$ cat src/rtl/fmul_issue_ctrl_pkg.sv
// Shared definitions for the FP multiply issue controller: default sizing,
// canonical IEEE-754 constants and a pointer-width helper.
package fmul_issue_ctrl_pkg;

    localparam int unsigned NUM_RS_DEF = 3;
    localparam int unsigned TAG_W_DEF  = 4;

    localparam logic [31:0] FP_QNAN    = 32'h7FFF_FFFF;
    localparam logic [31:0] FP_POS_INF = 32'h7F80_0000;

    function automatic int unsigned ptr_width(input int unsigned n);
        return (n > 1) ? $clog2(n) : 1;
    endfunction

endpackage

$ cat src/rtl/fmul_issue_ctrl_rr_arbiter.sv
// Round-robin arbiter: grants the first requester strictly after ptr,
// searching cyclically; grant is one-hot or zero when en is low.
module rr_arbiter
    import fmul_issue_ctrl_pkg::*;
#(
    parameter int unsigned N = 2
) (
    input  logic [N-1:0]              req,
    input  logic [ptr_width(N)-1:0]   ptr,
    input  logic                      en,
    output logic [N-1:0]              grant
);

    int unsigned base;
    int unsigned idx;
    logic        found;

    always_comb begin
        grant = '0;
        found = 1'b0;
        base  = 32'(ptr);
        idx   = 0;
        for (int unsigned k = 1; k <= N; k++) begin
            idx = (base + k) % N;
            if (en && !found && req[idx]) begin
                grant[idx] = 1'b1;
                found      = 1'b1;
            end
        end
    end

endmodule

$ cat src/rtl/fpMult.sv
// Combinational IEEE-754 single-precision multiplier; round-to-nearest-even,
// subnormal inputs and underflowing results flush to signed zero.
module fpMult
    import fmul_issue_ctrl_pkg::*;
(
    input  logic [31:0] a,
    input  logic [31:0] b,
    output logic [31:0] p
);

    logic        sign;
    logic [7:0]  ea, eb;
    logic [23:0] ma, mb;
    logic        a_nan, b_nan, a_inf, b_inf, a_zero, b_zero;
    logic [47:0] prod;
    logic [22:0] mant;
    logic        guard, sticky;
    logic [23:0] rnd;
    int          e;

    assign sign   = a[31] ^ b[31];
    assign ea     = a[30:23];
    assign eb     = b[30:23];
    assign ma     = {1'b1, a[22:0]};
    assign mb     = {1'b1, b[22:0]};
    assign a_nan  = (ea == 8'hFF) && (a[22:0] != '0);
    assign b_nan  = (eb == 8'hFF) && (b[22:0] != '0);
    assign a_inf  = (ea == 8'hFF) && (a[22:0] == '0);
    assign b_inf  = (eb == 8'hFF) && (b[22:0] == '0);
    assign a_zero = (ea == 8'h00);
    assign b_zero = (eb == 8'h00);

    always_comb begin
        prod = 48'(ma) * 48'(mb);
        // Product of two [1,2) significands lies in [1,4): normalise on bit 47.
        if (prod[47]) begin
            mant   = prod[46:24];
            guard  = prod[23];
            sticky = |prod[22:0];
            e      = 32'(ea) + 32'(eb) - 126;
        end else begin
            mant   = prod[45:23];
            guard  = prod[22];
            sticky = |prod[21:0];
            e      = 32'(ea) + 32'(eb) - 127;
        end
        rnd = {1'b0, mant} + 24'(guard & (sticky | mant[0]));
        if (rnd[23]) begin
            e = e + 1;
        end

        if (a_nan || b_nan || (a_inf && b_zero) || (a_zero && b_inf)) begin
            p = FP_QNAN;
        end else if (a_inf || b_inf || (e >= 255)) begin
            p = {sign, FP_POS_INF[30:0]};
        end else if (a_zero || b_zero || (e <= 0)) begin
            p = {sign, 31'b0};
        end else begin
            p = {sign, 8'(e), rnd[22:0]};
        end
    end

endmodule

$ cat src/rtl/fmul_issue_ctrl.sv
// Issue/writeback controller for the shared FP multiplier: round-robin issue
// from the reservation stations, LAT-cycle stallable pipeline onto the CDB.
module fmul_issue_ctrl
    import fmul_issue_ctrl_pkg::*;
#(
    parameter int unsigned NUM_RS = NUM_RS_DEF,
    parameter int unsigned TAG_W  = TAG_W_DEF,
    parameter int unsigned LAT    = 3
) (
    input  logic                    clk,
    input  logic                    rst_n,
    input  logic [NUM_RS-1:0]       rs_req,
    input  logic [NUM_RS*TAG_W-1:0] rs_tag,
    input  logic [NUM_RS*32-1:0]    rs_op_a,
    input  logic [NUM_RS*32-1:0]    rs_op_b,
    output logic [NUM_RS-1:0]       rs_grant,
    input  logic                    flush,
    output logic                    cdb_valid,
    output logic [TAG_W-1:0]        cdb_tag,
    output logic [31:0]             cdb_data,
    input  logic                    cdb_ready,
    output logic                    busy
);

    localparam int unsigned PW = ptr_width(NUM_RS);

    logic             advance, grant_en;
    logic [PW-1:0]    last_ptr, win_idx;
    logic [TAG_W-1:0] win_tag;
    logic [31:0]      win_a, win_b;

    logic             s0_valid;
    logic [TAG_W-1:0] s0_tag;
    logic [31:0]      s0_a, s0_b, product;

    logic             st_valid [1:LAT-1];
    logic [TAG_W-1:0] st_tag   [1:LAT-1];
    logic [31:0]      st_data  [1:LAT-1];

    assign advance  = !cdb_valid || cdb_ready;
    assign grant_en = rst_n && advance && !flush;

    rr_arbiter #(.N(NUM_RS)) u_arb (
        .req   (rs_req),
        .ptr   (last_ptr),
        .en    (grant_en),
        .grant (rs_grant)
    );

    always_comb begin
        win_idx = '0;
        win_tag = '0;
        win_a   = '0;
        win_b   = '0;
        for (int unsigned i = 0; i < NUM_RS; i++) begin
            if (rs_grant[i]) begin
                win_idx = PW'(i);
                win_tag = rs_tag[i*TAG_W +: TAG_W];
                win_a   = rs_op_a[i*32 +: 32];
                win_b   = rs_op_b[i*32 +: 32];
            end
        end
    end

    always_ff @(posedge clk or negedge rst_n) begin
        if (!rst_n) begin
            s0_valid <= 1'b0;
            s0_tag   <= '0;
            s0_a     <= '0;
            s0_b     <= '0;
            last_ptr <= PW'(NUM_RS - 1);
        end else if (flush) begin
            s0_valid <= 1'b0;
        end else if (advance) begin
            s0_valid <= |rs_grant;
            s0_tag   <= win_tag;
            s0_a     <= win_a;
            s0_b     <= win_b;
            if (|rs_grant) begin
                last_ptr <= win_idx;
            end
        end
    end

    fpMult u_fmul (
        .a (s0_a),
        .b (s0_b),
        .p (product)
    );

    for (genvar g = 1; g < LAT; g++) begin : g_stage
        logic             in_valid, v;
        logic [TAG_W-1:0] in_tag, t;
        logic [31:0]      in_data, d;

        if (g == 1) begin : g_head
            assign in_valid = s0_valid;
            assign in_tag   = s0_tag;
            assign in_data  = product;
        end else begin : g_tail
            assign in_valid = st_valid[g-1];
            assign in_tag   = st_tag[g-1];
            assign in_data  = st_data[g-1];
        end

        always_ff @(posedge clk or negedge rst_n) begin
            if (!rst_n) begin
                v <= 1'b0;
                t <= '0;
                d <= '0;
            end else if (flush) begin
                v <= 1'b0;
            end else if (advance) begin
                v <= in_valid;
                t <= in_tag;
                d <= in_data;
            end
        end

        assign st_valid[g] = v;
        assign st_tag[g]   = t;
        assign st_data[g]  = d;
    end

    assign cdb_valid = st_valid[LAT-1];
    assign cdb_tag   = st_tag[LAT-1];
    assign cdb_data  = st_data[LAT-1];

    always_comb begin
        busy = s0_valid;
        for (int unsigned k = 1; k < LAT; k++) begin
            busy = busy | st_valid[k];
        end
    end

endmodule

$ cat config.mk
export PLATFORM = sky130hd
export DESIGN_NAME = fmul_issue_ctrl
export DESIGN_NICKNAME = d
export VERILOG_FILES = /design/src/rtl/fmul_issue_ctrl_pkg.sv /design/src/rtl/fmul_issue_ctrl_rr_arbiter.sv /design/src/rtl/fpMult.sv /design/src/rtl/fmul_issue_ctrl.sv
export SDC_FILE = /design/constraint.sdc
export NUM_CORES = 2
export LEC_CHECK = 0
export CORE_UTILIZATION = 55
export DETAILED_ROUTE_END_ITERATION = 8
export PLACE_DENSITY = 0.87
export SLEW_MARGIN = 20
export SYNTH_ARGS = -nofsm -noshare
export SYNTH_HDL_FRONTEND = slang
export SYNTH_SLANG_ARGS = --single-unit
export TNS_END_PERCENT = 50
$ cat constraint.sdc
create_clock -name clk -period 19 [get_ports clk]
set_clock_uncertainty 0.1 [all_clocks]
set_input_delay 3.8 -clock clk [delete_from_list [all_inputs] [get_ports clk]]
set_output_delay 3.8 -clock clk [all_outputs]
set_load 0.02 [all_outputs]
-- Yosys cells after proc, flatten, opt, wreduce, memory -nomap -nowiden
Cells that the tools add are included.
- output and inout bits: 41
- input bits: 211
- bits in registers: 145
- word-level logic and storage cells: 123
- multiplexer cells: 42
- bitwise gates (word level): 8
- equality and inequality tests: 2
- order comparisons: 8
- divide/modulo/power cells: 3
- reductions and logical operators: 40
- add/sub/neg operators: 8
- $mul: 1
- operators with widths (kind ; number):
    $mux 32 ; 9
    $ge 32x1->1 const B ; 3
    $lt 32x3->1 const B ; 3
    $mod 32x2->32 const B ; 3
    $sub 32x7->32 const B ; 2
    $mux 31 ; 2
    $mul 24x24->48 ; 1
    $logic_not 23->1 ; 2
    $reduce_bool 23->1 ; 2
    $add 32x2->32 const B ; 1
    $ge 32x9->1 const B ; 1
    $le 32x1->1 const B ; 1
    $add 23x24->24 ; 1
    $and 1x24->24 ; 1
    $mux 23 ; 1
    $reduce_or 23->1 ; 1
    $reduce_or 22->1 ; 1
    $mux 1 ; 17
    $eq 8x8->1 const B ; 2
    $logic_and 1x1->1 ; 16
    $logic_not 8->1 ; 2
    $mux 4 ; 3
    $add 8x8->9 ; 1
    $mux 3 ; 3
    15 further kinds ; 33

-- Logic depth before layout (Yosys ltp)
- word-level depth: 17
- mapped depth: 41
- mapped depth without buffers: 35

-- Cells and area by module
A second synthesis with hierarchy kept.
- cells, all modules: 3203
- area total of the unflattened synthesis: 28936.5 um^2
- modules (own cells, without submodules) (module ; times used ; area an instance (um^2) ; cells an instance):
    fpMult ; 1 ; 22260.1 ; 2692
    fmul_issue_ctrl ; 1 ; 6441.2 ; 481
    rr_arbiter ; 1 ; 235.2 ; 30

-- Worst setup path before layout
OpenSTA, ideal clock, no wires.
- path kind: reg2reg
- from: register s0_b[5]
- to: register g_stage[1].d[18]
- buffers on the path: 5
- stages on the path, launching flop included: 37
- arrival: 9185 ps
- setup time: 120 ps
- data required time: 18780 ps
- slack: 9594 ps
- path through: dfrtp_1 -> clkbuf_1 -> clkbuf_1 -> nand2_1 -> fa_1 -> inv_1 -> fa_1 -> inv_1 -> fa_1 -> fa_1 -> inv_1 -> fa_1 -> fa_1 -> inv_1 -> fa_1 -> inv_1 -> ha_1 -> nand4_1 -> nor3_1 -> o211a_2 -> o211ai_1 -> nand4_1 -> buf_2 -> buf_1 -> clkbuf_1 -> nand2_1 -> o21ai_0 -> ha_1 -> nand4_1 -> nor3_1 -> nand3_1 -> nor4_1 -> nand3_1 -> nor3_1 -> xor2_1 -> mux2i_1 -> a41o_1
- word-level cells in the longest chain between the ends: 12
- elaborated cells between the ends (all ways): 28
- RTL lines (item ; RTL line ; RTL):
    start: declaration ; fmul_issue_ctrl.sv:34 ; logic [31:0] s0_a, s0_b, product;
    start signal: assignment ; fmul_issue_ctrl.sv:78 ; s0_b <= win_b;
    $mul 24x24->48 ; fpMult.sv:34 ; prod = 48'(ma) * 48'(mb);
    $reduce_or 23->1 or $reduce_or 22->1 (tied branches) ; fpMult.sv:39, fpMult.sv:44 ;
    $mux 1 ; fpMult.sv:36 ; if (prod[47]) begin
    $or 1x1->1 ; fpMult.sv:47 ; rnd = {1'b0, mant} + 24'(guard & (sticky | mant[0]));
    $and 1x24->24 ; fpMult.sv:47 ;
    $add 23x24->24 ; fpMult.sv:47 ;
    $mux 32 ; fpMult.sv:48 ; if (rnd[23]) begin
    $le 32x1->1 ; fpMult.sv:56 ; end else if (a_zero || b_zero || (e <= 0)) begin
    $logic_or 1x1->1 ; fpMult.sv:56 ;
    $mux 31 ; fpMult.sv:56 ;
    $mux 31 ; fpMult.sv:54 ; end else if (a_inf || b_inf || (e >= 255)) begin
    $mux 32 (*) ; fpMult.sv:52 ; if (a_nan || b_nan || (a_inf && b_zero) || (a_zero && b_inf)) begin
    end signal: assignment ; fmul_issue_ctrl.sv:116 ; d <= in_data;
    end: declaration ; fmul_issue_ctrl.sv:94 ; logic [31:0] in_data, d;
Mark *: on every way between the ends. The rest lies on a longest branch, timed or not.
A chain may end at the register's enable or synchronous reset.

-- Worst setup path in the final report
- from: register s0_a[9]
- to: register g_stage[1].d[14]
- word-level cells in the longest chain between the ends: 12
- elaborated cells between the ends (all ways): 28
- RTL lines (item ; RTL line ; RTL):
    start: declaration ; fmul_issue_ctrl.sv:34 ;
    start signal: assignment ; fmul_issue_ctrl.sv:77 ; s0_a <= win_a;
    $mul 24x24->48 ; fpMult.sv:34 ;
    $reduce_or 23->1 or $reduce_or 22->1 (tied branches) ; fpMult.sv:39, fpMult.sv:44 ;
    $mux 1 ; fpMult.sv:36 ;
    $or 1x1->1 ; fpMult.sv:47 ;
    $and 1x24->24 ; fpMult.sv:47 ;
    $add 23x24->24 ; fpMult.sv:47 ;
    $mux 32 ; fpMult.sv:48 ;
    $le 32x1->1 ; fpMult.sv:56 ;
    $logic_or 1x1->1 ; fpMult.sv:56 ;
    $mux 31 ; fpMult.sv:56 ;
    $mux 31 ; fpMult.sv:54 ;
    $mux 32 (*) ; fpMult.sv:52 ;
Marked as above.

==> impl_metrics.tcl <==
set metrics [dict create \
    nets 4304 \
    syn_nets 4166 \
    critPathMostFrequentCell "fa_1" \
    relSlewSlack_pct 16.7 \
    gp_congestion 0.992 \
    htree_levels 4 \
    die_area_um2 52900 \
    cts_hold_buf 0 \
    numCtsBuffers 17 \
    yosysTopAreaCell "fa_1" \
    synth_area_leaders "fa_1, dfrtp_1, ha_1" \
    max_stage_delay_ns 1.17 \
    yosysWarnings 0 \
    cp_max_fo 35 \
    cp.required_ns 19.28 \
    vias 25217 \
    cts_sinks 145 \
    antenna_found_initial 2 \
    timing.rr.start "s0_a[9]" \
    drive_gt1_share_pct 3.67 \
    finalHoldViolCount 0 \
    clock_latency_ns 0.44 \
    cp-end-kind "flip-flop" \
    async_flop_share_pct 100 \
    cts_tree "done" \
    grt_max_degree 81 \
    slew_violations 0 \
    setup-violations-final 0 \
    synth_edf_count 0 \
    ys_types 101 \
    dpl.hpwl_um 67600 \
    startpoint_type "flip-flop" \
    wl_um 88300 \
    io_pins 252 \
    min-delay-start "g_stage[1].in_tag[1]" \
    clk_pin_slew_ns 0.08 \
    yosysSeqAreaShare_pct 12.7 \
    firstDrtPassIters 9 \
    die_height_um 230 \
    slowest_stage "dfrtp_1" \
    crit_path_start "s0_a[9]" \
    syn_area_um2 28600 \
    max_freq_mhz 87.5 \
    syn_area_per_cell_um2 8.72 \
    rsz0062_at_grt "false" \
    fin_util_pct 62.8 \
    fillers 4019 \
    multi_input_area_um2 22200 \
    layout_common_cells "inv_1, nand2_1, fa_1" \
    port_buffers 251 \
    finalSetupTns_ns 0 \
    critPathArrivalTime_ns 11.71 \
    syn_to_final_growth_pct 12.7 \
    synth_cells 3281 \
    period_share_pct 60.1 \
    track_usage_pct 33.9 \
    tightest_slew_ns 1.25 \
    layout_commonest_cell "inv_1" \
    place_area_um2 31600 \
    num_antenna_cells 0 \
    chipWidth_um 230 \
    coreArea_um2 51300 \
    postCtsSetupBuffers 0 \
    drc 0 \
    initial_core_util_pct 55.8 \
    status "completed" \
    fin_crit_ns 11.43 \
    grt_overflow 0 \
    grt_pass1_vias 26003 \
    ys_ff_latch 145 \
    rows 83 \
    synth_top_area_share_pct 33.8 \
    hp-class "flip-flop to flip-flop" \
    clk_root_buffer_cell "clkbuf_16" \
    wl_per_cell_um 21.5 \
    clock_path_buffers 2 \
    post-route-cell-area_um2 32200 \
    seqCellArea_um2 3630 \
    grt_pass1_wl_um 140000 \
    cts-resized-gates 0 \
    ys.flop_type "dfrtp_1" \
    antenna_left 0 \
    viasPerCell 6.13 \
    detail_route.iter0.violations 2684 \
    maxCapViolCount 0 \
    critPathKind "flip-flop to flip-flop" \
]
[worst max-delay path: cells and delay by family (launching register included)]
family / cells / cell delay (ns)
adders and majority gates: 9 / 4.69
and+or+nand+nor: 10 / 3.09
AOI/OAI and AO/OA: 8 / 1.70
DFF: 1 / 1.17
buffers and inverters: 4 / 0.58
[kinds of logic after synthesis]
| kind of cell | count (synthesis) | synth area share, % |
|---|---|---|
| AOI/OAI and AO/OA | 488 | 11.8 |
| and+or+nand+nor | 1095 | 18.6 |
| adders and majority gates | 674 | 42.2 |
| DFF | 145 | 12.7 |
| xor gates and xnor gates | 79 | 2.47 |
| muxes | 69 | 2.42 |
| buffers and inverters | 731 | 9.87 |
[cell usage after synthesis, types with 6 or more instances]
cell type and count:
a211o_1 6, a211oi_1 12, a21o_1 18, a21oi_1 103
a22oi_1 76, a31oi_1 18, a41o_1 19, and2_1 236
and3_1 10, and4_1 6, buf_1 9, buf_2 17
clkbuf_1 144, dfrtp_1 144, fa_1 483, ha_1 191
inv_1 544, mux2i_1 67, nand2_1 497, nand2b_1 27
nand3_1 25, nand4_1 32, nor2_1 133, nor2b_1 26
nor3_1 40, nor4_1 20, o211a_1 7, o211ai_1 10
o21a_1 15, o21ai_0 93, o21ai_1 12, o22ai_1 23
o31ai_1 9, or4_1 9, xnor2_1 46, xor2_1 32
[cell type report]
cell class              instances  share of cell area, %
multi-input cells            2405                   68.8
flip-flops and latches        145                   11.3
repair buffers                301                   8.96
inverters                     549                   6.39
well taps                     680                   2.64
clock buffers                  17                   1.32
clock inverters                15                  0.629
[per-stage QoR]
| step | cells | hold WS [ns] | worst slack (ns) |
|---|---|---|---|
| 2_1_floorplan | 3281 | 0.330 | 9.59 |
| 3_3_place_gp | 4080 | 0.350 | 7.96 |
| 3_5_place_dp | 4080 | 0.346 | 7.88 |
| 4_1_cts | 4112 | 0.361 | 7.85 |
| 5_1_grt | 4112 | 0.398 | 7.17 |
| 6_report | 4112 | 0.356 | 7.57 |
[registers in the layout, indices dropped and copies added (netlist names)]
signal            flops
cdb_data             32
g_stage.d            32
s0_a                 32
s0_b                 32
cdb_tag               4
g_stage.in_tag        4
g_stage.t             4
last_ptr              2
cdb_valid             1
g_stage.in_valid      1
g_stage.v             1
[routing by layer]
layer | share of wire [%] | up-vias | GRT usage [%]
met5 | 0.022 | - | 0
met4 | 6.3 | 2 | 17.5
met3 | 13 | 436 | 11.7
met2 | 45 | 1708 | 52.9
met1 | 36 | 12329 | 41.6
li1 | - | 10742 | -
[path summary, 6_finish.rpt]
path                                          to  depth (start not counted)  slack [ns]
worst max register to register  g_stage[1].d[14]                         31        7.57
max in group asynchronous                s0_b[1]                          2       14.12
worst min-delay path             g_stage[1].t[1]                          2        0.36
min in group asynchronous             cdb_tag[0]                          1        3.23
worst max-delay path            g_stage[1].d[14]                         31        7.57
worst min register to register   g_stage[1].t[1]                          2        0.36
Power is left out: the tool's default activity adds up to more than one toggle a clock period on the data nets, which glitch-free logic cannot reach.
